===== src/rtl/seg7_scan_ctrl.sv =====
// Multiplexed 7-segment scan controller: binary-to-BCD shift-add-3 engine feeding a
// display register that is time-shared over NUM_DIGITS active-low anodes.
module seg7_scan_ctrl #(
  parameter int NUM_DIGITS  = 4,
  parameter int BIN_W       = 14,
  parameter int REFRESH_DIV = 100000
) (
  input  logic                  clk,
  input  logic                  rst_n,
  input  logic [BIN_W-1:0]      bin_in,
  input  logic                  load,
  input  logic                  blank_lz,
  output logic                  busy,
  output logic                  overflow,
  output logic [3:0]            digit_bcd,
  output logic [NUM_DIGITS-1:0] anode
);

  localparam int BCD_W = 4 * NUM_DIGITS;
  localparam int IW    = (NUM_DIGITS > 1) ? $clog2(NUM_DIGITS) : 1;
  localparam int CW    = (REFRESH_DIV > 1) ? $clog2(REFRESH_DIV) : 1;
  localparam int SW    = $clog2(BIN_W + 1);

  localparam logic [63:0]       MAX_VAL   = 64'(10 ** NUM_DIGITS - 1);
  localparam logic [CW-1:0]     CNT_MAX   = CW'(REFRESH_DIV - 1);
  localparam logic [IW-1:0]     IDX_MAX   = IW'(NUM_DIGITS - 1);
  localparam logic [SW-1:0]     LAST_STEP = SW'(BIN_W);
  localparam logic [BCD_W-1:0]  ALL_NINES = {NUM_DIGITS{4'h9}};

  typedef enum logic {IDLE, CONV} state_t;

  state_t             state_q, state_d;
  logic [BIN_W-1:0]   shift_q;
  logic [BCD_W-1:0]   bcd_q;
  logic [SW-1:0]      step_q;
  logic               sat_q;
  logic [BCD_W-1:0]   disp_q;
  logic [CW-1:0]      cnt_q;
  logic [IW-1:0]      idx_q;
  logic [IW-1:0]      idx_nxt;
  logic [NUM_DIGITS-1:0] hi_zero;
  logic               blank_nxt;
  logic               start;

  // One shift-add-3 iteration: correct every nibble >= 5, then shift the whole chain.
  function automatic logic [BCD_W+BIN_W-1:0] dabble(input logic [BCD_W-1:0] bcd,
                                                    input logic [BIN_W-1:0] sh);
    logic [BCD_W-1:0] adj;
    adj = bcd;
    for (int i = 0; i < NUM_DIGITS; i++) begin
      if (adj[4*i +: 4] >= 4'd5) adj[4*i +: 4] = adj[4*i +: 4] + 4'd3;
    end
    return {adj, sh} << 1;
  endfunction

  assign start = (state_q == IDLE) && load;

  // NOTE: state registers use non-blocking assignments so every flop samples pre-edge values.
  always_ff @(posedge clk or negedge rst_n) begin
    if (!rst_n) state_q <= IDLE;
    else        state_q <= state_d;
  end

  // NOTE: every always_comb output gets a default first so no path can infer a latch.
  always_comb begin
    state_d = state_q;
    case (state_q)
      IDLE: if (load) state_d = CONV;
      CONV: if (step_q == LAST_STEP) state_d = IDLE;
      default: state_d = IDLE;
    endcase
  end

  always_comb begin
    busy = (state_q == CONV);
  end

  always_ff @(posedge clk or negedge rst_n) begin
    if (!rst_n) begin
      shift_q  <= '0;
      bcd_q    <= '0;
      step_q   <= '0;
      sat_q    <= 1'b0;
      disp_q   <= '0;
      overflow <= 1'b0;
    end else if (start) begin
      shift_q <= bin_in;
      bcd_q   <= '0;
      step_q  <= '0;
      sat_q   <= (64'(bin_in) > MAX_VAL);
    end else if (state_q == CONV) begin
      if (step_q != LAST_STEP) begin
        {bcd_q, shift_q} <= dabble(bcd_q, shift_q);
        step_q           <= step_q + 1'b1;
      end else begin
        // Commit the finished value in a single edge so the scan never sees a partial result.
        disp_q   <= sat_q ? ALL_NINES : bcd_q;
        overflow <= sat_q;
      end
    end
  end

  always_comb begin
    idx_nxt = (idx_q == IDX_MAX) ? '0 : idx_q + 1'b1;
  end

  // hi_zero[i] is set when nibble i and all more significant nibbles are zero.
  always_comb begin
    logic run;
    hi_zero = '0;
    run     = 1'b1;
    for (int i = NUM_DIGITS - 1; i >= 0; i--) begin
      run        = run && (disp_q[4*i +: 4] == 4'd0);
      hi_zero[i] = run;
    end
  end

  always_comb begin
    blank_nxt = blank_lz && (idx_nxt != '0) && hi_zero[idx_nxt];
  end

  always_ff @(posedge clk or negedge rst_n) begin
    if (!rst_n) begin
      cnt_q     <= '0;
      idx_q     <= '0;
      digit_bcd <= 4'd0;
      anode     <= ~NUM_DIGITS'(1);
    end else if (cnt_q == CNT_MAX) begin
      cnt_q     <= '0;
      idx_q     <= idx_nxt;
      digit_bcd <= disp_q[4*idx_nxt +: 4];
      anode     <= blank_nxt ? '1 : ~(NUM_DIGITS'(1) << idx_nxt);
    end else begin
      cnt_q <= cnt_q + 1'b1;
    end
  end

endmodule


===== config.mk =====
export PLATFORM = sky130hd
export DESIGN_NAME = seg7_scan_ctrl
export DESIGN_NICKNAME = d
export VERILOG_FILES = /design/src/rtl/seg7_scan_ctrl.sv
export SDC_FILE = /design/constraint.sdc
export NUM_CORES = 1
export LEC_CHECK = 0
export BUFFER_PORTS_ARGS = -buffer_cell sky130_fd_sc_hd__clkbuf_2
export CAP_MARGIN = 20
export CORE_UTILIZATION = 55
export CTS_CLUSTER_DIAMETER = 200
export DETAILED_ROUTE_END_ITERATION = 12
export PLACE_DENSITY = 0.74
export SKIP_CTS_REPAIR_TIMING = 1
export SLEW_MARGIN = 15
export SYNTH_ARGS = -nofsm -noshare
export SYNTH_HDL_FRONTEND = slang
export SYNTH_SLANG_ARGS = --single-unit
export TNS_END_PERCENT = 1

===== constraint.sdc =====
create_clock -name clk -period 2 [get_ports clk]
set_input_delay 0.3 -clock clk [delete_from_list [all_inputs] [get_ports clk]]
set_output_delay 0.3 -clock clk [all_outputs]
set_load 0.02 [all_outputs]

==> out/qor.yml, run 1 <==
run_status: "completed"
cts.path.max_buffers: 2
gp_congestion: 0.8252
cts_tree: "yes"
postLayoutCellArea_mm2: 0.004466
fin_crit_ns: 1.755
synth-seq-cells: 80
tns_ns: 0
crit_chain: "inv_1 -> ha_1 -> nand2b_1 -> o22ai_1 -> nor4_2 -> a211o_1"
antenna_found_initial: 0
syn-instance-count: 394
htree_levels: 3
wl_per_cell_um: 14.30
required_ns: 2.27
cts_root_buf: "clkbuf_8"
synth-seq-area-share_pct: 51.18
slew_headroom_pct: 61.66
dieArea_mm2: 0.007467
hold_viol_final: 0
hold_path.class: "input port to flop"
path_buf_inv: 1
clock-sinks: 80
dp_hpwl_mm: 5.266
synth_flop_cell: "dfrtp_1"
synth_warnings: 0
grt_first_pass_wirelength_mm: 13.39
async_reset_ff_share_pct: 100.0
post-route-util_pct: 65.37
critPathLaunchType: "flop"
grt_usage_pct: 23.24
slew_viol_final: 0
slowest_delay_ns: 0.46
netlist_area_mm2: 0.003919
netlist.area_leader.share_pct: 49.17
worst_pin_slew_ns: 0.5751
core_mm2: 0.006832
fill_cells: 558
vdd_drop_max_mv: 0.6626
min_period_over_period_pct: 87.74
hp-start: "bin_in[0]"
crit_cells: 6
synth_nets: 428
cts-buffers-inserted: 9
grt_setup_unrepaired: "false"
post-place-ws_ns: 0.1795
fmax_ghz: 0.5698
dieHeight_um: 86.41
timing.final.ws_setup_ns: 0.2451
drt-total-wl_mm: 7.520
reg2regPathDepth: 6
arrival_ns: 2.03
routed_via_density: 5.519
dpl_cell_area_mm2: 0.004214
setup_viol: 0
synth_area_per_cell_um2: 9.946
clock_latency_ns: 0.35
holdPathStages: 3
crit_start: "idx_q[0]"
drive_above_1_share_pct: 17.44
clock_skew_ns: 0.006083
drc: 0
grt_max_degree: 44
crit_path_end_kind: "flop"
drv_cap: 0
place.port_buffers: 27
path_max_fanout: 7
yosys-top-cells-area: "dfrtp_1 (49%), nand2_1 (6.0%), ha_1 (5.1%)"
area_growth_pct: 13.95
ys_types: 42
synth_area_leader_cell: "dfrtp_1"
start_util_pct: 57.36
ios: 28
final_net_count: 459
power.density_mw_per_mm2: 1310
crit_type: "flop to flop"
rows: 30
drtIter0Drc: 151
vias: 2903
critical-path-top-delay-family: "flip-flops"
drtPass1Iterations: 4
postRouteAntennaNets: 0
die_w_um: 86.41
clkTransAtPathRegs_ns: 0.08
grt_pass1_vias: 2964
r2r_start: "idx_q[0]"
leakagePower_nw: 2.057
grt_overflow: 0
critPathSlowestCell: "dfrtp_1"
diodes: 0
synth_edf_count: 0
[power breakdown]
group	switching [mW]	internal, mW
combinational	1.05	0.888
sequential	0.429	2.08
clock	0.571	0.825
total	2.05	3.80
[through the flow]
stage          power [mW]  instances  hold WS [ns]
2_1_floorplan       3.888        394      0.004409
3_3_place_gp        4.381        509        0.3235
3_5_place_dp        4.479        509        0.3309
4_1_cts             5.886        525      -0.04609
5_1_grt             6.291        526        0.1482
6_report            5.850        526        0.1575
[flip-flops by register name (all words and copies together), names as in the netlist]
signal,count
idx_q,2
bcd_q,16
sat_q,1
overflow,1
anode,4
busy,1
step_q,4
digit_bcd,4
cnt_q,17
disp_q,16
shift_q,14
[placed cells by master, fill, tap and decap left out, types with 2 or more instances in the layout]
master,netlist,routed
clkbuf_8,0,9
nand3_1,24,24
clkbuf_2,0,26
a211o_1,3,3
nand4_1,5,5
o31ai_1,13,13
nor4_1,9,8
xor2_1,10,10
bufinv_16,0,3
o21ai_0,31,31
a21oi_1,6,6
and2_1,2,2
nor3_1,2,2
mux4_2,4,4
clkinv_2,0,2
ha_1,16,16
a22oi_1,3,3
buf_12,0,3
buf_4,0,9
nor2_1,33,33
xnor2_1,12,12
and4_1,2,2
dfstp_2,3,3
nand2b_1,11,11
inv_1,12,12
nand2_1,63,63
a31oi_1,9,9
a32o_1,4,4
mux2_2,6,6
dfrtp_1,77,77
[cell type report]
class / count / area (µm²) / share of cell area, %
clock inverters: 6 / 107.6 / 2.410
inverters: 12 / 45.04 / 1.009
clock buffers: 10 / 127.6 / 2.858
flip-flops and latches: 80 / 2006 / 44.91
well taps: 96 / 120.1 / 2.690
multi-input cells: 283 / 1792 / 40.12
repair buffers: 39 / 267.8 / 5.996
[path summary, 6_finish.rpt]
path	to	slack (ns)
max	anode[3]	0.25
min	shift_q[0]	0.16
max reg2reg	anode[3]	0.25
min reg2reg	digit_bcd[1]	0.47
max in group asynchronous	cnt_q[14]	0.94
min in group asynchronous	disp_q[1]	0.48
[layer usage]
layer  vias up  routed length [µm]  global-route usage, %
li1       1434                   -                      -
met1      1405                3647                  31.51
met2        52                3535                  37.09
met3        12                 187                  3.048
met4         0                 149                  11.67
met5         -                   0                      0
[cell families after synthesis]
family | count (synthesis) | synth area share [%]
xor+xnor | 22 | 4.917
fa+ha+maj | 16 | 5.109
flops | 80 | 51.18
compound gates | 72 | 11.49
simple gates | 162 | 19.76
mux | 11 | 4.278
buf+inv | 31 | 3.257
[worst reg2reg max path: cells and delay by family (launching register included)]
kind,cells,cell delay (ns)
compound gates,2,0.43
fa+ha+maj,1,0.41
buf+inv,1,0.12
flops,1,0.46
simple gates,2,0.26
[cell usage after synthesis, types with 2 or more instances]
master / instances
nor4_1: 9
nand2b_1: 11
a21oi_1: 6
mux4_2: 4
o21ai_0: 31
nand2_1: 63
o31ai_1: 13
a22oi_1: 3
inv_1: 12
a31oi_1: 9
dfrtp_1: 77
dfstp_2: 3
nand4_1: 5
clkbuf_1: 17
nand3_1: 24
a32o_1: 4
and2_1: 2
ha_1: 16
mux2_2: 6
and4_1: 2
xor2_1: 10
nor3_1: 2
xnor2_1: 12
nor2_1: 33
a211o_1: 3
Note: power is estimated with default switching activity, not from simulation.
==> inputs of run 2 (changes only) <==
CORE_MARGIN = 2   (was default)
==> out/qor.yml, run 2 (same netlist as run 1, synthesis figures left out) <==
run_status: "completed"
postLayoutCellArea_mm2: 0.004379  # -1.9%
drive_above_1_share_pct: 16.51  # -0.93 points
crit_chain: "inv_1 -> ha_1 -> nand2b_1 -> a21oi_1 -> mux2_2 -> o21ai_0"
p_switching_mw: 1.984  # -3.4%
dp.cells: 509  # unchanged
clock_skew_ns: 0.01403  # +0.007948 ns
ios: 28  # unchanged
drt-total-wl_mm: 7.371  # -2.0%
sw_frac_of_total_pct: 36.54  # +1.4 points
crit_type: "flop to flop"
antenna_found_initial: 0  # unchanged
vdd_drop_max_mv: 0.6682  # +0.84%
dieHeight_um: 88.41  # +2.3%
hold_path.class: "input port to flop"
largest-register: "cnt_q"
place.port_buffers: 27  # unchanged
intPower_mw: 3.445  # -9.3%
whs_endpoint: "shift_q[0]"
clock-sinks: 80  # unchanged
tns_ns: 0  # unchanged
diodes: 0  # unchanged
setup_viol: 0  # unchanged
worst_pin_slew_ns: 0.5724  # -0.002715 ns
drtIter0Drc: 238  # +58%
top_usage_layer: "met2"
pwr-share-clk_pct: 18.7  # -5.2 points
die_w_um: 88.41  # +2.3%
core_mm2: 0.006832  # unchanged
stdcell_count: 526  # unchanged
use_met1_pct: 30.49  # -1.0 points
area_growth_pct: 11.75
fin_crit_ns: 1.726  # -0.02934 ns
critPathLaunchType: "flop"
path_buf_inv: 1  # unchanged
drtPass1Iterations: 4  # unchanged
slowest_delay_ns: 0.44  # -0.02 ns
reg2reg_slack_ns: 0.27  # +0.03 ns
dp_hpwl_mm: 5.151  # -2.2%
grt_overflow: 0  # unchanged
grt_util_met3_pct: 4.478  # +1.4 points
drc: 0  # unchanged
grt_usage_pct: 21.76  # -1.5 points
crit_path_end_kind: "flop"
postRouteAntennaNets: 0  # unchanged
cts-buffers-inserted: 9  # unchanged
arrival_ns: 1.98  # -0.05 ns
dieArea_mm2: 0.007816  # +4.7%
path_max_fanout: 5  # -2
grt_first_pass_wirelength_mm: 13.21  # -1.4%
critPathSlowestCell: "dfrtp_1"
drv_cap: 0  # unchanged
final_net_count: 459  # unchanged
leakagePower_nw: 2.016  # -2.0%
p_seq_share_pct: 46.2  # +3.2 points
gp_congestion: 0.8024  # -2.8%
grt_pass1_vias: 2831  # -4.5%
holdPathStages: 3  # unchanged
grt_max_degree: 45  # +2.3%
fmax_ghz: 0.5795  # +1.7%
clkTransAtPathRegs_ns: 0.08  # about the same
wl_per_cell_um: 14.01  # -2.0%
power.density_mw_per_mm2: 1240  # -5.4%
grt_setup_unrepaired: "false"
cts_root_buf: "clkbuf_8"
r2r-end: "bcd_q[10]"
power_frac_comb_pct: 35.2  # +2.0 points
routed_via_density: 5.490  # -0.52%
timing.final.ws_setup_ns: 0.2745  # +0.02934 ns
largest_reg_flops: 17  # unchanged
cts_tree: "yes"
reg2regPathDepth: 6  # unchanged
dpl_cell_area_mm2: 0.004202  # -0.30%
use_met2_pct: 34.04  # -3.0 points
reg_top3: "cnt_q (17), bcd_q (16), disp_q (16)"
hold_viol_final: 0  # unchanged
clock_latency_ns: 0.34  # about the same
cts.path.max_buffers: 2  # unchanged
post-place-ws_ns: 0.2219  # +0.04240 ns
layout_commonest_cell: "dfrtp_1"
start_util_pct: 57.36  # unchanged
final_cell_mix: "dfrtp_1 (77), nand2_1 (63), nor2_1 (33)"
vias: 2888  # -0.52%
hp-start: "bin_in[0]"
min_period_over_period_pct: 86.28  # -1.5 points
r2r_start: "bcd_q[8]"
htree_levels: 3  # unchanged
slew_viol_final: 0  # unchanged
slew_headroom_pct: 61.84  # +0.18 points
critical-path-top-delay-family: "compound AO/OA/AOI/OAI gates"
required_ns: 2.25  # -0.02 ns
rows: 30  # unchanged
==> run 2: cell types whose count changed in the layout (fill, tap and decap cells not counted), sizes merged <==
cell | before | now
clkbuf | 36 | 41
clkinvlp | 1 | 0
clkinv | 2 | 1
bufinv | 3 | 0
==> run 2: how the worst max path moves through the flow <==
stage	from	end	slack [ns]	cells past startpoint
5_1_grt	bcd_q[8]	bcd_q[10]	0.12	6
3_3_place_gp	idx_q[0]	anode[2]	0.27	6
4_1_cts	idx_q[0]	anode[3]	0.20	6
2_1_floorplan	idx_q[0]	digit_bcd[0]	0.24	5
3_5_place_dp	idx_q[0]	anode[3]	0.22	6
6_report	bcd_q[8]	bcd_q[10]	0.27	6
==> run 2: power groups by stage <==
stage / clock, mW / combinational [mW] / sequential, mW
3_5_place_dp: 0 / 1.91 / 2.53
4_1_cts: 1.04 / 1.93 / 2.51
6_report: 1.01 / 1.91 / 2.51
2_1_floorplan: 0 / 1.49 / 2.40
5_1_grt: 1.11 / 2.21 / 2.59
3_3_place_gp: 0 / 1.84 / 2.52
==> run 2: metrics by stage <==
stage          hold WS (ns)  util, %  total power [mW]
2_1_floorplan      0.004409        -             3.888
3_3_place_gp         0.3315    61.50             4.355
3_5_place_dp         0.3357    61.50             4.444
4_1_cts            -0.03463    63.86             5.471
5_1_grt              0.1776    64.10             5.914
6_report             0.1688    64.10             5.430
==> run 2: area by class of cell <==
| class | instances | area (µm²) |
|---|---|---|
| multi-input cells | 283 | 1792 |
| well taps | 96 | 120.1 |
| clock inverters | 1 | 5.005 |
| inverters | 12 | 45.04 |
| flip-flops and latches | 80 | 2006 |
| fillers | 584 | 2452 |
| clock buffers | 15 | 156.4 |
| repair buffers | 39 | 255.2 |
==> run 2: layer usage <==
| layer | vias to the layer above | part of all wire, % |
|---|---|---|
| met5 | - | 0 |
| met4 | 0 | 1.5 |
| met3 | 8 | 3.4 |
| met2 | 51 | 47 |
| met1 | 1395 | 49 |
| li1 | 1434 | - |
==> run 2: tightest hold or removal path, stage by stage <==
cell and delay, ns:
clkbuf_2 0.07, nand2_1 0.04, o21ai_0 0.06
